File: src/rtl/seg_scan_driver.sv
// Multiplexed N-digit 7-segment scan driver with double-buffered load, decimal points,
// blanking, leading-zero suppression, 16-level brightness PWM and selectable polarity.
module seg_scan_driver #(
    parameter int unsigned DIGITS      = 4,
    parameter int unsigned SCAN_DIV    = 50000,
    parameter int unsigned SEG_ACT_LOW = 0,
    parameter int unsigned DIG_ACT_LOW = 1
) (
    input  logic                  clk,
    input  logic                  rst,
    input  logic                  load,
    input  logic [4*DIGITS-1:0]   data,
    input  logic [DIGITS-1:0]     dp_mask,
    input  logic [DIGITS-1:0]     blank_mask,
    input  logic                  lz_en,
    input  logic [3:0]            bright,
    output logic [7:0]            seg_out,
    output logic [DIGITS-1:0]     dig_sel,
    output logic                  frame_done
);

    localparam int unsigned CW = $clog2(SCAN_DIV);
    localparam int unsigned IW = (DIGITS > 1) ? $clog2(DIGITS) : 1;
    localparam int unsigned PW = CW + 5;
    localparam int unsigned DW = 4 * DIGITS;

    localparam logic [CW-1:0]     CNT_LAST = CW'(SCAN_DIV - 1);
    localparam logic [IW-1:0]     IDX_LAST = IW'(DIGITS - 1);
    localparam logic [PW-1:0]     DIV_W    = PW'(SCAN_DIV);
    localparam logic [7:0]        SEG_OFF  = (SEG_ACT_LOW != 0) ? 8'hFF : 8'h00;
    localparam logic [DIGITS-1:0] DIG_OFF  = (DIG_ACT_LOW != 0) ? {DIGITS{1'b1}} : {DIGITS{1'b0}};

    // Slot timing and buffers
    logic [CW-1:0]     cnt;
    logic [IW-1:0]     idx;
    logic [DW-1:0]     pend_data;
    logic [DIGITS-1:0] pend_dp;
    logic [DIGITS-1:0] pend_blank;
    logic              pend_vld;
    logic [DW-1:0]     act_data;
    logic [DIGITS-1:0] act_dp;
    logic [DIGITS-1:0] act_blank;
    logic              act_vld;

    // Combinational next values
    logic              boundary_c;
    logic [CW-1:0]     cnt_next_c;
    logic [IW-1:0]     idx_next_c;
    logic [PW-1:0]     pwm_lhs_c;
    logic [PW-1:0]     pwm_rhs_c;
    logic              pwm_on_c;
    logic [3:0]        nib_c;
    logic              dp_bit_c;
    logic              blank_bit_c;
    logic              supp_bit_c;
    logic              zero_run_c;
    logic              lit_slot_c;
    logic [7:0]        seg_next_c;
    logic [DIGITS-1:0] dig_next_c;

    function automatic logic [6:0] dec7(input logic [3:0] n);
        logic [6:0] s;
        s = 7'h00;
        case (n)
            4'h0: s = 7'h3F;
            4'h1: s = 7'h06;
            4'h2: s = 7'h5B;
            4'h3: s = 7'h4F;
            4'h4: s = 7'h66;
            4'h5: s = 7'h6D;
            4'h6: s = 7'h7D;
            4'h7: s = 7'h07;
            4'h8: s = 7'h7F;
            4'h9: s = 7'h6F;
            4'hA: s = 7'h77;
            4'hB: s = 7'h7C;
            4'hC: s = 7'h39;
            4'hD: s = 7'h5E;
            4'hE: s = 7'h79;
            4'hF: s = 7'h71;
            default: s = 7'h00;
        endcase
        return s;
    endfunction

    // Slot counter, digit index and frame boundary
    always_comb begin
        boundary_c = (cnt == CNT_LAST) && (idx == IDX_LAST);
        cnt_next_c = cnt + CW'(1);
        idx_next_c = idx;
        if (cnt == CNT_LAST) begin
            cnt_next_c = '0;
            idx_next_c = (idx == IDX_LAST) ? '0 : idx + IW'(1);
        end
    end

    // Brightness: on while cnt*16 < (bright+1)*SCAN_DIV, computed wide enough not to wrap
    always_comb begin
        pwm_lhs_c = PW'(cnt) << 4;
        pwm_rhs_c = (PW'(bright) + PW'(1)) * DIV_W;
        pwm_on_c  = pwm_lhs_c < pwm_rhs_c;
    end

    // Current-digit fields and leading-zero run scanned from the most significant digit down
    always_comb begin
        nib_c       = 4'h0;
        dp_bit_c    = 1'b0;
        blank_bit_c = 1'b0;
        supp_bit_c  = 1'b0;
        zero_run_c  = 1'b1;
        for (int i = DIGITS - 1; i >= 0; i--) begin
            zero_run_c = zero_run_c & (act_data[4*i +: 4] == 4'h0);
            if (IW'(i) == idx) begin
                nib_c       = act_data[4*i +: 4];
                dp_bit_c    = act_dp[i];
                blank_bit_c = act_blank[i];
                supp_bit_c  = lz_en & zero_run_c & (i != 0);
            end
        end
    end

    // Segment and digit patterns in active-high form
    always_comb begin
        lit_slot_c = act_vld & pwm_on_c;
        seg_next_c = 8'h00;
        dig_next_c = '0;
        if (lit_slot_c) begin
            dig_next_c = DIGITS'(1) << idx;
            if (!blank_bit_c && !supp_bit_c) begin
                seg_next_c = {dp_bit_c, dec7(nib_c)};
            end
        end
    end

    always_ff @(posedge clk or posedge rst) begin
        if (rst) begin
            cnt <= '0;
            idx <= '0;
        end else begin
            cnt <= cnt_next_c;
            idx <= idx_next_c;
        end
    end

    // Double buffer: a load on the boundary cycle lands in pending after the transfer
    always_ff @(posedge clk or posedge rst) begin
        if (rst) begin
            pend_data  <= '0;
            pend_dp    <= '0;
            pend_blank <= '0;
            pend_vld   <= 1'b0;
            act_data   <= '0;
            act_dp     <= '0;
            act_blank  <= '0;
            act_vld    <= 1'b0;
        end else begin
            if (boundary_c && pend_vld) begin
                act_data  <= pend_data;
                act_dp    <= pend_dp;
                act_blank <= pend_blank;
                act_vld   <= 1'b1;
            end
            if (load) begin
                pend_data  <= data;
                pend_dp    <= dp_mask;
                pend_blank <= blank_mask;
                pend_vld   <= 1'b1;
            end else if (boundary_c) begin
                pend_vld   <= 1'b0;
            end
        end
    end

    always_ff @(posedge clk or posedge rst) begin
        if (rst) begin
            seg_out    <= SEG_OFF;
            dig_sel    <= DIG_OFF;
            frame_done <= 1'b0;
        end else begin
            seg_out    <= seg_next_c ^ SEG_OFF;
            dig_sel    <= dig_next_c ^ DIG_OFF;
            frame_done <= boundary_c;
        end
    end

endmodule

File: config.mk
export PLATFORM = sky130hd
export DESIGN_NAME = seg_scan_driver
export DESIGN_NICKNAME = d
export VERILOG_FILES = /design/src/rtl/seg_scan_driver.sv
export SDC_FILE = /design/constraint.sdc
export NUM_CORES = 1
export LEC_CHECK = 0
export CORE_MARGIN = 2
export CORE_UTILIZATION = 39
export DETAILED_ROUTE_END_ITERATION = 7
export HOLD_SLACK_MARGIN = 0.06
export PLACE_DENSITY_LB_ADDON = 0.1
export SYNTH_ARGS = -nofsm -noshare
export SYNTH_HDL_FRONTEND = slang
export SYNTH_SLANG_ARGS = --single-unit
File: constraint.sdc
create_clock -name clk -period 2.7 [get_ports clk]
set_clock_uncertainty 0.15 [all_clocks]
set_input_delay 0.27 -clock clk [delete_from_list [all_inputs] [get_ports clk]]
set_output_delay 0.27 -clock clk [all_outputs]
set_load 0.05 [all_outputs]
=== Word level (Yosys, flattened, before mapping) ===
Memories as Yosys holds them, arrays and structs flattened.
Cells that the tools add are included.

* Register bits: 81
* Bits in read-only memories: 112
* Input port bits: 32
* Output and inout port bits: 13
* Memories: 1

{| class="wikitable"
|+ Memory list
! memory !! words !! width !! read ports !! clocked after memory_dff !! wr ports !! RTL line !! RTL
|-
| (no name shown) || 16 || 7 || 1 || 0 || 0 || 64 || <nowiki>case (n)</nowiki>
|}

* Add/subtract/negate cells: 3
* Multipliers: 1
* Magnitude comparators: 1
* Equality and inequality tests: 5
* Shift-type cells: 1
* Muxes and demuxes: 23
* Bitwise gates (word level): 7
* Reduce and logical (&&, ||, !) cells: 10

{| class="wikitable"
|+ Operators by type and width
! cell !! count
|-
| < comparator 20 x 21 -> 1 bit || 1
|-
| 2-to-1 mux 4 bit || 5
|-
| multiplier 5 x 12 -> 17 bit, second input constant || 1
|-
| adder 16 x 1 -> 16 bit, second input constant || 1
|-
| equality test 16 bit, second input constant || 1
|-
| 2-to-1 mux 16 bit || 1
|-
| 2-to-1 mux 8 bit || 2
|-
| 2-to-1 mux 1 bit || 14
|-
| zero test 4 bit || 3
|-
| bitwise AND 1 bit || 6
|-
| adder 4 x 1 -> 5 bit, second input constant || 1
|-
| equality test 2 bit, first input constant || 2
|-
| inverter 4 bit || 1
|-
| << shifter 1 x 2 -> 4 bit, first input constant || 1
|-
| logical AND 1 bit || 3
|-
| adder 2 x 1 -> 2 bit, second input constant || 1
|-
| equality test 1 x 2 -> 1 bit, first input constant || 1
|-
| equality test 2 bit, second input constant || 1
|-
| zero test 1 bit || 2
|-
| zero test 2 bit || 1
|-
| 2-to-1 mux 2 bit || 1
|-
| nonzero test 2 bit || 1
|}

=== Longest topological paths before layout ===
* Depth in word-level cells: 10
* Depth in mapped cells: 22

=== Worst setup path before layout ===
OpenSTA, ideal clock, no wires.

* Path kind: input port to flip-flop
* Start point: input port bright[0]
* End point: register seg_out[4]
* Arrival time: 4.329 ns
* Data required time: 2.483 ns
* Slack: -1.847 ns
* Stages: 20
* Buffers on the path: 1
* Cells stage by stage: ha_1 -> xor2_1 -> ha_1 -> xor2_1 -> ha_1 -> ha_1 -> ha_1 -> or3_1 -> o2111ai_1 -> or2b_1 -> a21oi_1 -> xor2_1 -> ha_1 -> and3_1 -> a221oi_1 -> o2111ai_1 -> o21ai_0 -> a32oi_2 -> buf_6 -> and3b_1

* Word-level cells in the longest chain between the ends: 5

{| class="wikitable"
|+ RTL lines
! element !! RTL line !! RTL
|-
| start, declared || 16 || <nowiki>input logic [3:0] bright,</nowiki>
|-
| adder 4 x 1 -> 5 bit || 100 || <nowiki>pwm_rhs_c = (PW'(bright) + PW'(1)) * DIV_W;</nowiki>
|-
| multiplier 5 x 12 -> 17 bit || 100 ||
|-
| < comparator 20 x 21 -> 1 bit || 101 || <nowiki>pwm_on_c = pwm_lhs_c < pwm_rhs_c;</nowiki>
|-
| bitwise AND 1 bit || 124 || <nowiki>lit_slot_c = act_vld & pwm_on_c;</nowiki>
|-
| 2-to-1 mux 8 bit || 127 || <nowiki>if (lit_slot_c) begin</nowiki>
|-
| named net seg_next_c[4] || 58 || <nowiki>logic [7:0] seg_next_c;</nowiki>
|-
| end signal, assigned || 180 || <nowiki>seg_out <= seg_next_c ^ SEG_OFF;</nowiki>
|-
| end, declared || 17 || <nowiki>output logic [7:0] seg_out,</nowiki>
|}

The timed path passes the listed nets, and every way through them passes these cells.
A chain may end at the register's enable or synchronous reset.

=== Worst setup path after layout ===
* Start point: input port bright[1]
* End point: register seg_out[3]

The elaborated chain is that of the path after synthesis.

==> flow_summary.toml <==
[global_route]
grt_overflow = 0
grt_max_degree = 82
grt_pass1_vias = 3689
antenna_found_initial = 0
gr-usage-all-layers = 0.173
grt_pass1_wl_microns = 18200

[sta]
fin_crit_sh = 1.59
rsz0062_at_grt = "yes"
setup_viol = 12
worst_pin_slew_ns = 0.560
fmaxAchievable_mhz = 233
post-route-min-period_ns = 4.28
holdWs_ns = 0.184
maxSlewViolCount = 0
setup_slack_ns = -1.58
relSlewSlack = 0.622
hold_viol = 0

[layout]
seq_area_sq_um = 2030
final_cells = 702
multi_input_area_sq_um = 3010
layout_commonest_cell = "dfrtp_1"
area_growth_pct = 33.4
drive_gt1_frac = 0.315
fillers = 1114
finish.instance_area_sq_um = 6520
fin_nets = 617
mostFrequentLayoutCells = "dfrtp_1 (77), buf_4 (48), ha_1 (45), clkdlybuf4s50_1 (40), mux2_2 (30)"
antenna_cells = 0
utilization = 0.538

[yosys]
synth_top_area_cell = "dfrtp_1"
synth_seq_cells = 81
netlist_area_sq_um = 4890
synthCells = 434
ys.flop_type = "dfrtp_1"
synthArstFlopShare = 1.00
synth_area_leaders = "dfrtp_1 (39%), ha_1 (14%), mux2_2 (6.9%)"
synth_edf_count = 0
synth_fp_nets = 522
seq_area_frac_synth = 0.416
yosysTopAreaCellShare = 0.394
synth_cell_types = 59
yosys_warnings = 0
synth_area_per_cell_sq_um = 11.3

[floorplanning]
row_count = 40
initial_core_util = 0.404
io_pins = 45
dieArea_sq_um = 13400
dieHeight_microns = 116
core_area_sq_um = 12100
dieWidth_microns = 116

[run_status]
status = "finished with violations"
violations = "negative setup slack"

[setup_path]
required_ns = 2.81
slowest_stage = "or3_4"
cp_max_fo = 6
cpMostUsedCell = "ha_4"
crit_arrival_ns = 4.40
path_cells = "buf_8 -> ha_4 -> xor2_4 -> ha_4 -> xor2_4 -> ha_4 -> ha_4 -> ha_4 -> or3_4 -> o2111ai_4 -> or2b_1 -> a21oi_2 -> xor2_1 -> ha_1 -> and3_4 -> a221oi_2 -> o2111ai_1 -> o21ai_2 -> buf_6 -> a32oi_4 -> and4b_1"
startpoint_type = "input port"
criticalPathCategory = "in -> reg"
cp-end-kind = "flip-flop"
crit_path_max_incr_delay_ns = 0.38

[cts]
root_buffer = "clkbuf_16"
clkTransAtPathRegs_ns = 0.06
cts_tree = "yes"
cts.sinks = 81
cts_buffers = 9
clk_latency_ns = 0.34
htreeDepth = 3
clk_path_buf_depth = 2

[drt]
avgViaCountPerCell = 5.06
final_antenna_net_count = 0
drt-initial-drc-count = 112
wl_per_cell_microns = 15.0
first_pass_iters = 6
num_vias = 3552
drc = 0
wirelength_microns = 10500

[flow_run]
max_cap_violations = 0

[pwr]
power.density_nw_per_um2 = 520
peakVddDrop_mv = 0.263
leakagePower_nw = 3.08

[placement]
dp.cells = 683
port_buffers = 44
placed_area_sq_um = 5960
gp_congestion = 0.811
dp_hpwl_microns = 7850

[min_path]
worstHoldPathType = "in -> async"
-- registers in the layout, indices dropped and copies added, names as in the netlist, 4 cells and up --
name	count
pend_dp	4
act_blank	4
pend_data	16
dig_sel	4
cnt	16
pend_blank	4
act_dp	4
act_data	16
seg_out	8
-- through the flow --
stage	setup WS [ns]	total power [mW]	setup TNS, ns
after global routing	-1.81	3.59	-20.65
after floorplan	-1.58	1.74	-18.47
after CTS	-1.59	3.43	-18.20
after detailed placement	-2.56	2.07	-29.94
after global placement	-2.50	2.06	-29.53
final	-1.58	3.39	-17.99
-- cell type report --
class,instances,area share
tap,168,0.0322
clock inverter,4,0.0117
multi-input combinational,317,0.461
sequential,81,0.312
inverter,24,0.0140
clock buffer,12,0.0363
timing repair buffer,96,0.133
-- cells in the mapped netlist (5+ instances only) --
master and count:
o21ai_0 11, o211ai_1 5, xor2_1 18, mux2_2 30, ha_1 55, mux2_4 19, a21o_1 5, nand3_1 15
nand2_1 21, nor3b_1 5, clkbuf_1 6, nor2_1 23, xnor2_1 14, dfrtp_1 77, a21oi_1 17, nand2b_1 7
inv_1 24
-- what timing repair did --
item,in CTS,in global routing
resized for setup,46,4
hold buffers,0,0
cloned,1,0
setup endpoints to repair,12,12
pin swaps,19,0
buffers inserted,2,0
-- worst max-delay path: cells and delay by family --
kind | cells | cell delay [ns]
AOI/OAI and AO/OA | 6 | 0.97
xor gates and xnor gates | 3 | 0.56
adders and majority gates | 6 | 1.24
buffers and inverters | 2 | 0.24
and+or+nand+nor | 4 | 1.10
-- power by group --
part	switching, mW	total [mW]	internal (mW)
clock	0.469	1.28	0.814
sequential	0.0204	1.27	1.25
combinational	0.373	0.838	0.465
total	0.862	3.39	2.53
-- cells by family (layout without fill, tap and decap cells) --
group	Yosys count	after routing	share of synthesized area
flip-flops	81	81	0.416
AND/OR/NAND/NOR	110	110	0.126
adder cells (fa/ha/maj)	56	56	0.145
XOR/XNOR	32	32	0.0573
multiplexers	50	50	0.129
AO/OA/AOI/OAI	67	68	0.0926
buffers and inverters	37	136	0.0335
other	1	1	0.000767
-- final timing paths --
path | from | endpoint | slack [ns] | depth (start not counted)
worst min-delay path | rst | frame_done | 0.18 | 3
max in group asynchronous | rst | dig_sel[3] | 1.84 | 3
worst max register to register | idx[0] | seg_out[1] | 0.07 | 11
min in group clk | pend_data[10] | act_data[10] | 0.35 | 1
worst min register to register | pend_data[10] | act_data[10] | 0.35 | 1
worst max-delay path | bright[1] | seg_out[3] | -1.58 | 21
-- per-layer routing --
metal | vias to the layer above | GRT usage | share of wire
met3 | 13 | 0.0392 | 0.037
met2 | 59 | 0.262 | 0.44
met5 | - | 0 | 0
met1 | 1740 | 0.252 | 0.51
met4 | 0 | 0.0452 | 0.011
li1 | 1740 | - | -
Power figures use the tool's default switching activity.
